**config.mk**
```make
export PLATFORM = sky130hd
export DESIGN_NAME = op_arbiter_flat
export DESIGN_NICKNAME = d
export VERILOG_FILES = /design/src/rtl/op_arbiter_if.sv /design/src/rtl/op_arbiter.sv /design/src/flat_wrapper.sv
export SDC_FILE = /design/constraint.sdc
export NUM_CORES = 1
export LEC_CHECK = 0
export CAP_MARGIN = 20
export CORE_ASPECT_RATIO = 1.2
export CORE_UTILIZATION = 33
export CTS_CLUSTER_DIAMETER = 120
export CTS_CLUSTER_SIZE = 40
export DETAILED_ROUTE_END_ITERATION = 16
export PLACE_DENSITY_LB_ADDON = 0.15
export SLEW_MARGIN = 20
export SYNTH_ARGS = -nofsm -noshare
export SYNTH_HDL_FRONTEND = slang
export SYNTH_SLANG_ARGS = --single-unit
```
**constraint.sdc**
```tcl
create_clock -name clk -period 2.4 [get_ports clk]
set_input_delay 0.48 -clock clk [delete_from_list [all_inputs] [get_ports clk]]
set_output_delay 0.48 -clock clk [all_outputs]
set_load 0.1 [all_outputs]
```
**src/rtl/op_arbiter_if.sv**
```systemverilog
// op_arbiter_if: request, shared-unit and response signals of op_arbiter.
// master is the arbiter side; slave is its environment.
interface op_arbiter_if #(
   parameter int NREQ = 4,
   parameter int W    = 8
);
   logic              en;
   logic [NREQ-1:0]   req_valid;
   logic [NREQ*W-1:0] req_a;
   logic [NREQ*W-1:0] req_b;
   logic [NREQ-1:0]   req_ready;
   logic [W-1:0]      unit_x;
   logic [W-1:0]      unit_y;
   logic [W-1:0]      unit_z;
   logic              resp_valid;
   logic              resp_ready;
   logic [W-1:0]      resp_data;
   logic [2:0]        resp_id;
   logic              busy;
   logic [7:0]        done_cnt;

   modport master (
      input  en, req_valid, req_a, req_b, unit_z, resp_ready,
      output req_ready, unit_x, unit_y, resp_valid, resp_data,
      output resp_id, busy, done_cnt
   );

   modport slave (
      output en, req_valid, req_a, req_b, unit_z, resp_ready,
      input  req_ready, unit_x, unit_y, resp_valid, resp_data,
      input  resp_id, busy, done_cnt
   );
endinterface

```
**src/rtl/op_arbiter.sv**
```systemverilog
// op_arbiter: round-robin arbiter sharing one combinational unit among
// NREQ requesters, with an LAT-deep stallable result pipeline.
module op_arbiter #(
   parameter int NREQ = 4,
   parameter int W    = 8,
   parameter int LAT  = 2
) (
   input logic          clk,
   input logic          rst,
   op_arbiter_if.master bus
);
   localparam int PW = (NREQ > 1) ? $clog2(NREQ) : 1;

   typedef enum logic [1:0] {IDLE, RUN, DRAIN} state_t;

   state_t          state;
   state_t          state_nxt;
   logic [PW-1:0]   ptr;
   logic [PW-1:0]   win;
   logic [PW-1:0]   idx;
   logic            any;
   logic            stall;
   logic            grant;
   logic [LAT-1:0]  vld;
   logic [LAT-1:0]  vld_nxt;
   logic [W-1:0]    data [LAT];
   logic [2:0]      id   [LAT];
   logic [7:0]      cnt;

   // Walk downward so the nearest valid requester above ptr wins last.
   always_comb begin
      win = ptr;
      idx = ptr;
      any = 1'b0;
      for (int k = NREQ - 1; k >= 0; k--) begin
         idx = PW'((int'(ptr) + k) % NREQ);
         if (bus.req_valid[idx]) begin
            win = idx;
            any = 1'b1;
         end
      end
   end

   assign stall = vld[LAT-1] & ~bus.resp_ready;
   assign grant = (state == RUN) && !stall && any;

   always_comb begin
      bus.req_ready = '0;
      bus.unit_x    = '0;
      bus.unit_y    = '0;
      for (int i = 0; i < NREQ; i++) begin
         if (grant && win == PW'(i)) begin
            bus.req_ready[i] = 1'b1;
            bus.unit_x       = bus.req_a[i*W +: W];
            bus.unit_y       = bus.req_b[i*W +: W];
         end
      end
   end

   // Bubbles advance like results, so nothing ever compresses.
   always_comb begin
      vld_nxt = vld;
      if (!stall) begin
         vld_nxt[0] = grant;
         for (int s = 1; s < LAT; s++) begin
            vld_nxt[s] = vld[s-1];
         end
      end
   end

   always_comb begin
      state_nxt = state;
      unique case (state)
         IDLE: begin
            if (bus.en) state_nxt = RUN;
         end
         RUN: begin
            if (!bus.en) state_nxt = (|vld_nxt) ? DRAIN : IDLE;
         end
         DRAIN: begin
            if (bus.en)         state_nxt = RUN;
            else if (~|vld_nxt) state_nxt = IDLE;
         end
         default: state_nxt = IDLE;
      endcase
   end

   always_ff @(posedge clk or posedge rst) begin
      if (rst) begin
         state <= IDLE;
         ptr   <= '0;
         vld   <= '0;
         cnt   <= '0;
         for (int s = 0; s < LAT; s++) begin
            data[s] <= '0;
            id[s]   <= '0;
         end
      end else begin
         state <= state_nxt;
         vld   <= vld_nxt;
         if (grant) begin
            ptr <= (win == PW'(NREQ - 1)) ? '0 : win + 1'b1;
         end
         if (!stall) begin
            data[0] <= grant ? bus.unit_z : '0;
            id[0]   <= grant ? 3'(win) : 3'd0;
            for (int s = 1; s < LAT; s++) begin
               data[s] <= data[s-1];
               id[s]   <= id[s-1];
            end
         end
         if (bus.resp_valid && bus.resp_ready) begin
            cnt <= cnt + 8'd1;
         end
      end
   end

   assign bus.resp_valid = vld[LAT-1];
   assign bus.resp_data  = data[LAT-1];
   assign bus.resp_id    = id[LAT-1];
   assign bus.busy       = (state != IDLE) || (|vld);
   assign bus.done_cnt   = cnt;
endmodule
```
**src/flat_wrapper.sv**
```systemverilog
// flat-port wrapper written by rule: the top's interface ports become plain ports
module op_arbiter_flat 
#(
   parameter int NREQ = 4,
   parameter int W    = 8,
   parameter int LAT  = 2
)
  (clk, rst, bus_en, bus_req_valid, bus_req_a, bus_req_b, bus_unit_z, bus_resp_ready, bus_req_ready, bus_unit_x, bus_unit_y, bus_resp_valid, bus_resp_data, bus_resp_id, bus_busy, bus_done_cnt);
  op_arbiter_if #(.NREQ(NREQ), .W(W)) bus_i ();
  input logic clk;
  input logic rst;
  input wire logic [$bits(bus_i.en)-1:0] bus_en;
  input wire logic [$bits(bus_i.req_valid)-1:0] bus_req_valid;
  input wire logic [$bits(bus_i.req_a)-1:0] bus_req_a;
  input wire logic [$bits(bus_i.req_b)-1:0] bus_req_b;
  input wire logic [$bits(bus_i.unit_z)-1:0] bus_unit_z;
  input wire logic [$bits(bus_i.resp_ready)-1:0] bus_resp_ready;
  output wire logic [$bits(bus_i.req_ready)-1:0] bus_req_ready;
  output wire logic [$bits(bus_i.unit_x)-1:0] bus_unit_x;
  output wire logic [$bits(bus_i.unit_y)-1:0] bus_unit_y;
  output wire logic [$bits(bus_i.resp_valid)-1:0] bus_resp_valid;
  output wire logic [$bits(bus_i.resp_data)-1:0] bus_resp_data;
  output wire logic [$bits(bus_i.resp_id)-1:0] bus_resp_id;
  output wire logic [$bits(bus_i.busy)-1:0] bus_busy;
  output wire logic [$bits(bus_i.done_cnt)-1:0] bus_done_cnt;
  assign bus_i.en = bus_en;
  assign bus_i.req_valid = bus_req_valid;
  assign bus_i.req_a = bus_req_a;
  assign bus_i.req_b = bus_req_b;
  assign bus_i.unit_z = bus_unit_z;
  assign bus_i.resp_ready = bus_resp_ready;
  assign bus_req_ready = bus_i.req_ready;
  assign bus_unit_x = bus_i.unit_x;
  assign bus_unit_y = bus_i.unit_y;
  assign bus_resp_valid = bus_i.resp_valid;
  assign bus_resp_data = bus_i.resp_data;
  assign bus_resp_id = bus_i.resp_id;
  assign bus_busy = bus_i.busy;
  assign bus_done_cnt = bus_i.done_cnt;
  op_arbiter #(.NREQ(NREQ), .W(W), .LAT(LAT)) u_core (.clk(clk), .rst(rst), .bus(bus_i));
endmodule
```
==> impl_metrics.json, run 1 <==
{
  "status": "finished, violations left",
  "violations": "setup timing",
  "vias": 2359,
  "io_pins": 121,
  "crit_top_cell": "buf_6",
  "grt_pass1_wl_um": 11120,
  "grt_max_degree": 23,
  "start_kind": "input pin",
  "rows": 32,
  "fin_setup_tns_ns": -10.34,
  "relSlewSlack": 0.6046,
  "hold_viol_final": 0,
  "htree_num_levels": 2,
  "place.port_buffers": 119,
  "antenna_cells": 0,
  "start_util": 0.3406,
  "cp.required_ns": 1.92,
  "routed_wl_um": 6582,
  "clkSlewWorstSetupHoldPaths_ns": 0.06,
  "antenna_left": 0,
  "antenna_found_initial": 0,
  "drive_gt1_frac": 0.4523,
  "nNetsFinal": 483,
  "place_ws_ns": -1.032,
  "postLayoutCoreUtil": 0.6922,
  "reg2reg_slack_ns": 0.61,
  "rsz0062_at_grt": "yes",
  "drt_pass1_iterations": 4,
  "hp-class": "reg2reg",
  "gp_congestion": 0.7743,
  "irDropWorstVdd_mv": 0.6876,
  "coreArea_um2": 6406,
  "yosysWarnings": 0,
  "netlist_instances": 252,
  "via_per_inst": 4.884,
  "worst_slack_ns": -0.6587,
  "wl_per_cell_um": 13.63,
  "whs_ns": 0.4793,
  "synth-seq-cells": 34,
  "clockBufferDepth": 2,
  "cp.arrival_ns": 2.58,
  "numCtsBuffers": 5,
  "fin_worst_skew_ns": 0.004030,
  "min_period_ns": 3.059,
  "synth-seq-area-share": 0.3899,
  "syn_area_um2": 2182,
  "postCtsHoldBufs": 0,
  "die_h_um": 91.08,
  "cp_slowest_cell": "nor3b_4",
  "placed_cell_area_um2": 3894,
  "synth_area_leader_cell": "dfrtp_1",
  "first_global_vias": 2482,
  "cts_tree": "yes",
  "die-width_um": 76.23,
  "finalSetupViolations": 20,
  "area_growth_pct": 103.2,
  "synthTopCellsByArea": "dfrtp_1 39%, a21oi_1 7.6%, mux2_2 6.2%",
  "synth.distinct_cells": 38,
  "fin_area_um2": 4434,
  "crit_chain": "dlygate4sd2_1, nor3b_4, a2111oi_4, a211oi_2, inv_1, buf_6, ha_4, buf_6, buf_6, a21oi_4, o21ai_2, a22oi_2, nor2_4, buf_12",
  "leakagePower_nw": 1.897,
  "path_buf_inv": 6,
  "overflow": 0,
  "root_buffer": "clkbuf_8",
  "syn_nets": 337,
  "syn_area_per_cell_um2": 8.659,
  "fillerInstances": 515,
  "cpPeakStageDelay_ns": 0.26,
  "drc_errors": 0,
  "insertion_delay_ns": 0.27,
  "setup.worst_path.class": "in2out",
  "crit_family": "buffers and inverters",
  "crit_fanout": 5,
  "hpwl_um": 4748,
  "synth_top_area_frac": 0.3899,
  "clock.fmax_mhz": 326.9,
  "die_area_um2": 6943,
  "max_slew.worst_pin.slew_ns": 0.5925,
  "cts.sinks": 34,
  "slew_violations": 0,
  "min_period_over_period": 1.274,
  "powerDensity_nw_per_um2": 1199,
  "endpoint_kind": "output port",
  "drt_iter0_markers": 41,
  "drv_cap": 0,
  "grt_usage": 0.1963
}
## registers in the layout, summed over array words and instances, names as in the netlist
register / count
u_core.bus.done_cnt: 8
u_core.bus.resp_data: 8
u_core.bus.resp_id: 2
u_core.data: 8
u_core.id: 2
u_core.ptr: 2
u_core.state: 2
u_core.vld: 2
## worst paths after layout
check                                               start                   endpoint  cells past startpoint
worst min-delay path             u_core.id[3]$_DFFE_PP0N_   u_core.id[3]$_DFFE_PP0N_                      2
max in group asynchronous                             rst  u_core.ptr[1]$_DFFE_PP0N_                      3
worst max-delay path                     bus_req_valid[2]              bus_unit_x[0]                     14
worst min register to register   u_core.id[3]$_DFFE_PP0N_   u_core.id[3]$_DFFE_PP0N_                      2
min in group asynchronous                             rst    u_core.vld[0]$_DFF_PP0_                      2
worst max register to register  u_core.ptr[1]$_DFFE_PP0N_  u_core.ptr[1]$_DFFE_PP0N_                      7
## layer usage
metal  up-vias  global-route usage  routed length [um]
li1       1151                   -                   -
met1      1102              0.2049                2492
met2        94              0.3784                3527
met3        12             0.05025                 439
met4         0             0.05929                 123
met5         -                   0                   0
## logic make-up after synthesis
group,after synthesis,synth area share
other,1,0.001719
AOI/OAI and AO/OA,81,0.2294
buffers and inverters,48,0.1066
muxes,13,0.06881
and+or+nand+nor,63,0.1468
DFF,34,0.3899
xor gates and xnor gates,7,0.02810
adders and majority gates,5,0.02867
## synth_stat cells, drive strengths merged
cell type  number
and3            5
nor2           16
a21oi          33
o21ai          17
a211oi          1
xnor2           7
nand2b          1
inv            21
a221oi          2
nand2          24
and4            1
buf            16
a22o            9
clkbuf         11
dfrtp          34
ha              5
o211ai          1
a21boi          1
and2            1
and2b           1
a2111oi         1
nor2b           5
nand3b          1
or2             2
mux2           13
nand4           3
a22oi          14
nor3b           2
a211o           2
conb            1
or4             1
## area by class of cell
class | count | area, um2 | share of cell area
well taps | 85 | 106.4 | 0.02398
repair buffers | 166 | 1795 | 0.4049
multi-input cells | 170 | 1524 | 0.3437
inverters | 21 | 78.83 | 0.01778
flip-flops and latches | 34 | 853.3 | 0.1924
clock buffers | 7 | 76.32 | 0.01721
## what timing repair did
action                     CTS  global route
buffers inserted            12             4
pin swaps                   27            11
gates cloned                 3             0
setup endpoints to repair   20            20
resized for setup           84             6
## power by group
part           switching [W]  leakage, nW  internal [W]  total [W]
sequential          0.000122        0.439      0.000701   0.000823
combinational        0.00247         1.42       0.00165    0.00412
clock               0.000173       0.0383      0.000199   0.000372
total                0.00276         1.90       0.00255    0.00532
## worst register-to-register path, stage by stage, from the launching register on
cell	delay [ns]
dfrtp_2	0.45
nor3b_4	0.26
buf_4	0.16
a21oi_2	0.03
o211ai_1	0.16
inv_2	0.12
ha_4	0.25
mux2_2	0.26
## placed cells by master, fill, tap and decap left out, types with 5 or more instances in the layout
cell	n
a21oi_1	16
a21oi_2	12
a21oi_4	5
a22o_1	9
a22oi_2	14
buf_12	24
buf_4	52
buf_6	8
clkbuf_8	5
clkdlybuf4s50_1	75
dfrtp_1	32
inv_1	19
mux2_2	12
nand2_1	23
nor2_4	15
o21ai_1	10
xnor2_1	7
## through the flow
step                      std cells  power [W]
final                           483   0.005317
after detailed placement        457   0.004227
after global placement          457   0.004179
after CTS                       479   0.005251
after floorplan                 252   0.003244
after global routing            483   0.005600
Power figures use the tool's default switching activity.
==> run 2, diff against run 1 <==
--- a/config.mk
+++ b/config.mk
@@ -6,13 +6,15 @@
 export NUM_CORES = 1
 export LEC_CHECK = 0
 export CAP_MARGIN = 20
+export CELL_PAD_IN_SITES_DETAIL_PLACEMENT = 0
+export CELL_PAD_IN_SITES_GLOBAL_PLACEMENT = 1
 export CORE_ASPECT_RATIO = 1.2
-export CORE_UTILIZATION = 33
+export CORE_UTILIZATION = 25
 export CTS_CLUSTER_DIAMETER = 120
 export CTS_CLUSTER_SIZE = 40
 export DETAILED_ROUTE_END_ITERATION = 16
 export PLACE_DENSITY_LB_ADDON = 0.15
-export SLEW_MARGIN = 20
+export SLEW_MARGIN = 15
 export SYNTH_ARGS = -nofsm -noshare
 export SYNTH_HDL_FRONTEND = slang
 export SYNTH_SLANG_ARGS = --single-unit
==> impl_metrics.json, run 2 (same netlist as run 1, synthesis figures left out) <==
{
  "status": "finished, violations left",
  "violations": "setup timing",
  "grt_pass1_wl_um": 11230,
  "hp-class": "reg2reg",
  "use_met2": 0.2807,
  "die_area_um2": 9107,
  "drt_pass1_iterations": 4,
  "crit_fanout": 4,
  "grt_usage": 0.1553,
  "grt_use_met1": 0.1705,
  "clkPwrFrac": 0.077,
  "fin_worst_skew_ns": 0.004959,
  "routed_wl_um": 7085,
  "powerDensity_nw_per_um2": 1223,
  "p_sw_frac": 0.5092,
  "multi_input_area_um2": 1529,
  "drc_errors": 0,
  "met3_usage": 0.04048,
  "antenna_cells": 0,
  "leakagePower_nw": 1.934,
  "cts_tree": "yes",
  "io_pins": 121,
  "coreArea_um2": 8288,
  "insertion_delay_ns": 0.28,
  "p_sw_w": 0.002846,
  "die_h_um": 104.3,
  "reg2reg_slack_ns": 0.14,
  "max_slew.worst_pin.slew_ns": 0.5384,
  "worst_slack_ns": -0.5705,
  "cts.sinks": 34,
  "hpwl_um": 4836,
  "crit_start": "bus_req_valid[3]",
  "slew_violations": 0,
  "clkSlewWorstSetupHoldPaths_ns": 0.07,
  "via_per_inst": 4.552,
  "root_buffer": "clkbuf_8",
  "wl_per_cell_um": 13.81,
  "drt_iter0_markers": 51,
  "nNetsFinal": 483,
  "htree_num_levels": 2,
  "most-common-layout-cells": "75 x clkdlybuf4s50_1, 47 x buf_4, 33 x dfrtp_1",
  "combinationalPowerShare": 0.778,
  "numCtsBuffers": 5,
  "finalSetupViolations": 20,
  "area.sequential_um2": 852.1,
  "dp_cells": 483,
  "area_growth_pct": 109.5,
  "fillerInstances": 779,
  "irDropWorstVdd_mv": 0.5628,
  "r2r_end": "u_core.ptr[0]$_DFFE_PP0N_",
  "place.port_buffers": 119,
  "r2r_cells": 13,
  "rows": 36,
  "gr-max-usage-layer": "met2",
  "layout_commonest_cell": "clkdlybuf4s50_1",
  "drive_gt1_frac": 0.4687,
  "crit_end": "bus_unit_y[7]",
  "finalPower_w": 0.005588,
  "cp.required_ns": 1.92,
  "setup.worst_path.class": "in2out",
  "p_int_w": 0.002743,
  "hold_viol_final": 0,
  "start_kind": "input pin",
  "relSlewSlack": 0.6407,
  "min_period_ns": 2.971,
  "endpoint_kind": "output port",
  "gp_congestion": 0.7645,
  "grt_max_degree": 23,
  "die-width_um": 87.29,
  "antenna_left": 0,
  "vias": 2335,
  "overflow": 0,
  "power_frac_seq": 0.145,
  "clock.fmax_mhz": 336.6,
  "drv_cap": 0,
  "rsz0062_at_grt": "yes",
  "antenna_found_initial": 0,
  "cp.arrival_ns": 2.49,
  "first_global_vias": 2386,
  "min_period_over_period": 1.238,
  "finalNonFillerCells": 513,
  "clockBufferDepth": 2,
  "reg2reg_from": "u_core.ptr[1]$_DFFE_PP0N_",
  "start_util": 0.2633
}
run 2: cell types whose count changed in the layout (fill, tap and decap cells not counted), moves of 2 or more:
cell	before	now
o21ai_2	4	6
clkbuf_16	0	2
buf_8	3	0
buf_12	24	27
buf_2	0	3
buf_16	0	2
buf_4	52	47
run 2: final cells by class:
class,instances,area share
Clock buffer,7,0.01889
Multi-Input combinational cell,170,0.3345
Tap cell,114,0.03121
Timing Repair Buffer,166,0.4101
Inverter,21,0.01779
Sequential cell,34,0.1864
Clock inverter,1,0.001095
run 2: through the flow:
stage          cell area (um2)  hold WS, ns  setup TNS (ns)    util  worst slack [ns]
2_1_floorplan             2379       0.4460          -7.740       -           -0.5774
3_3_place_gp              3920       0.4656          -18.53  0.4730            -1.027
3_5_place_dp              3920       0.4716          -20.68  0.4730            -1.123
4_1_cts                   4482       0.4856          -10.78  0.5408           -0.5975
5_1_grt                   4571       0.5007          -11.73  0.5515           -0.6898
6_report                  4571       0.4786          -9.300  0.5515           -0.5705
run 2: metal layers:
metal | wire, um | up-vias | share of wire
met5 | 0 | - | 0
met4 | 106 | 0 | 0.015
met3 | 532 | 8 | 0.075
met2 | 3620 | 87 | 0.51
met1 | 2825 | 1081 | 0.40
li1 | - | 1159 | -
run 2: power by group through the flow:
stage               registers, W  logic (W)  clock network [W]
CTS                     0.000814    0.00422           0.000447
global placement        0.000816    0.00340                  0
finish                  0.000813    0.00435           0.000429
floorplan                0.00115    0.00210                  0
global route            0.000832    0.00458           0.000468
detailed placement      0.000818    0.00341                  0
run 2: worst max-delay path, cell delays in order:
cell and delay, ns:
dlygate4sd2_1 0.30, nor2_4 0.14, a21oi_2 0.04, o211ai_1 0.34, buf_4 0.20, ha_4 0.15, nor2b_4 0.17, a221oi_2 0.07
a211o_1 0.26, a21oi_4 0.15, buf_12 0.19
run 2: worst min path at each step:
stage	from	end	cells past startpoint
after global routing	u_core.bus.done_cnt[7]$_DFFE_PP0P_	u_core.bus.done_cnt[7]$_DFFE_PP0P_	1
after floorplan	u_core.id[3]$_DFFE_PP0N_	u_core.id[3]$_DFFE_PP0N_	2
final	u_core.bus.done_cnt[7]$_DFFE_PP0P_	u_core.bus.done_cnt[7]$_DFFE_PP0P_	1
after global placement	u_core.bus.done_cnt[7]$_DFFE_PP0P_	u_core.bus.done_cnt[7]$_DFFE_PP0P_	1
after CTS	u_core.bus.done_cnt[7]$_DFFE_PP0P_	u_core.bus.done_cnt[7]$_DFFE_PP0P_	1
after detailed placement	u_core.bus.done_cnt[7]$_DFFE_PP0P_	u_core.bus.done_cnt[7]$_DFFE_PP0P_	1
run 2: repair_timing:
action | in CTS | in global routing
pin swaps | 34 | 16
hold buffers | 0 | 0
gates cloned | 4 | 3
buffers inserted | 21 | 1
endpoints found under the setup margin | 20 | 22
resized for setup | 80 | 20
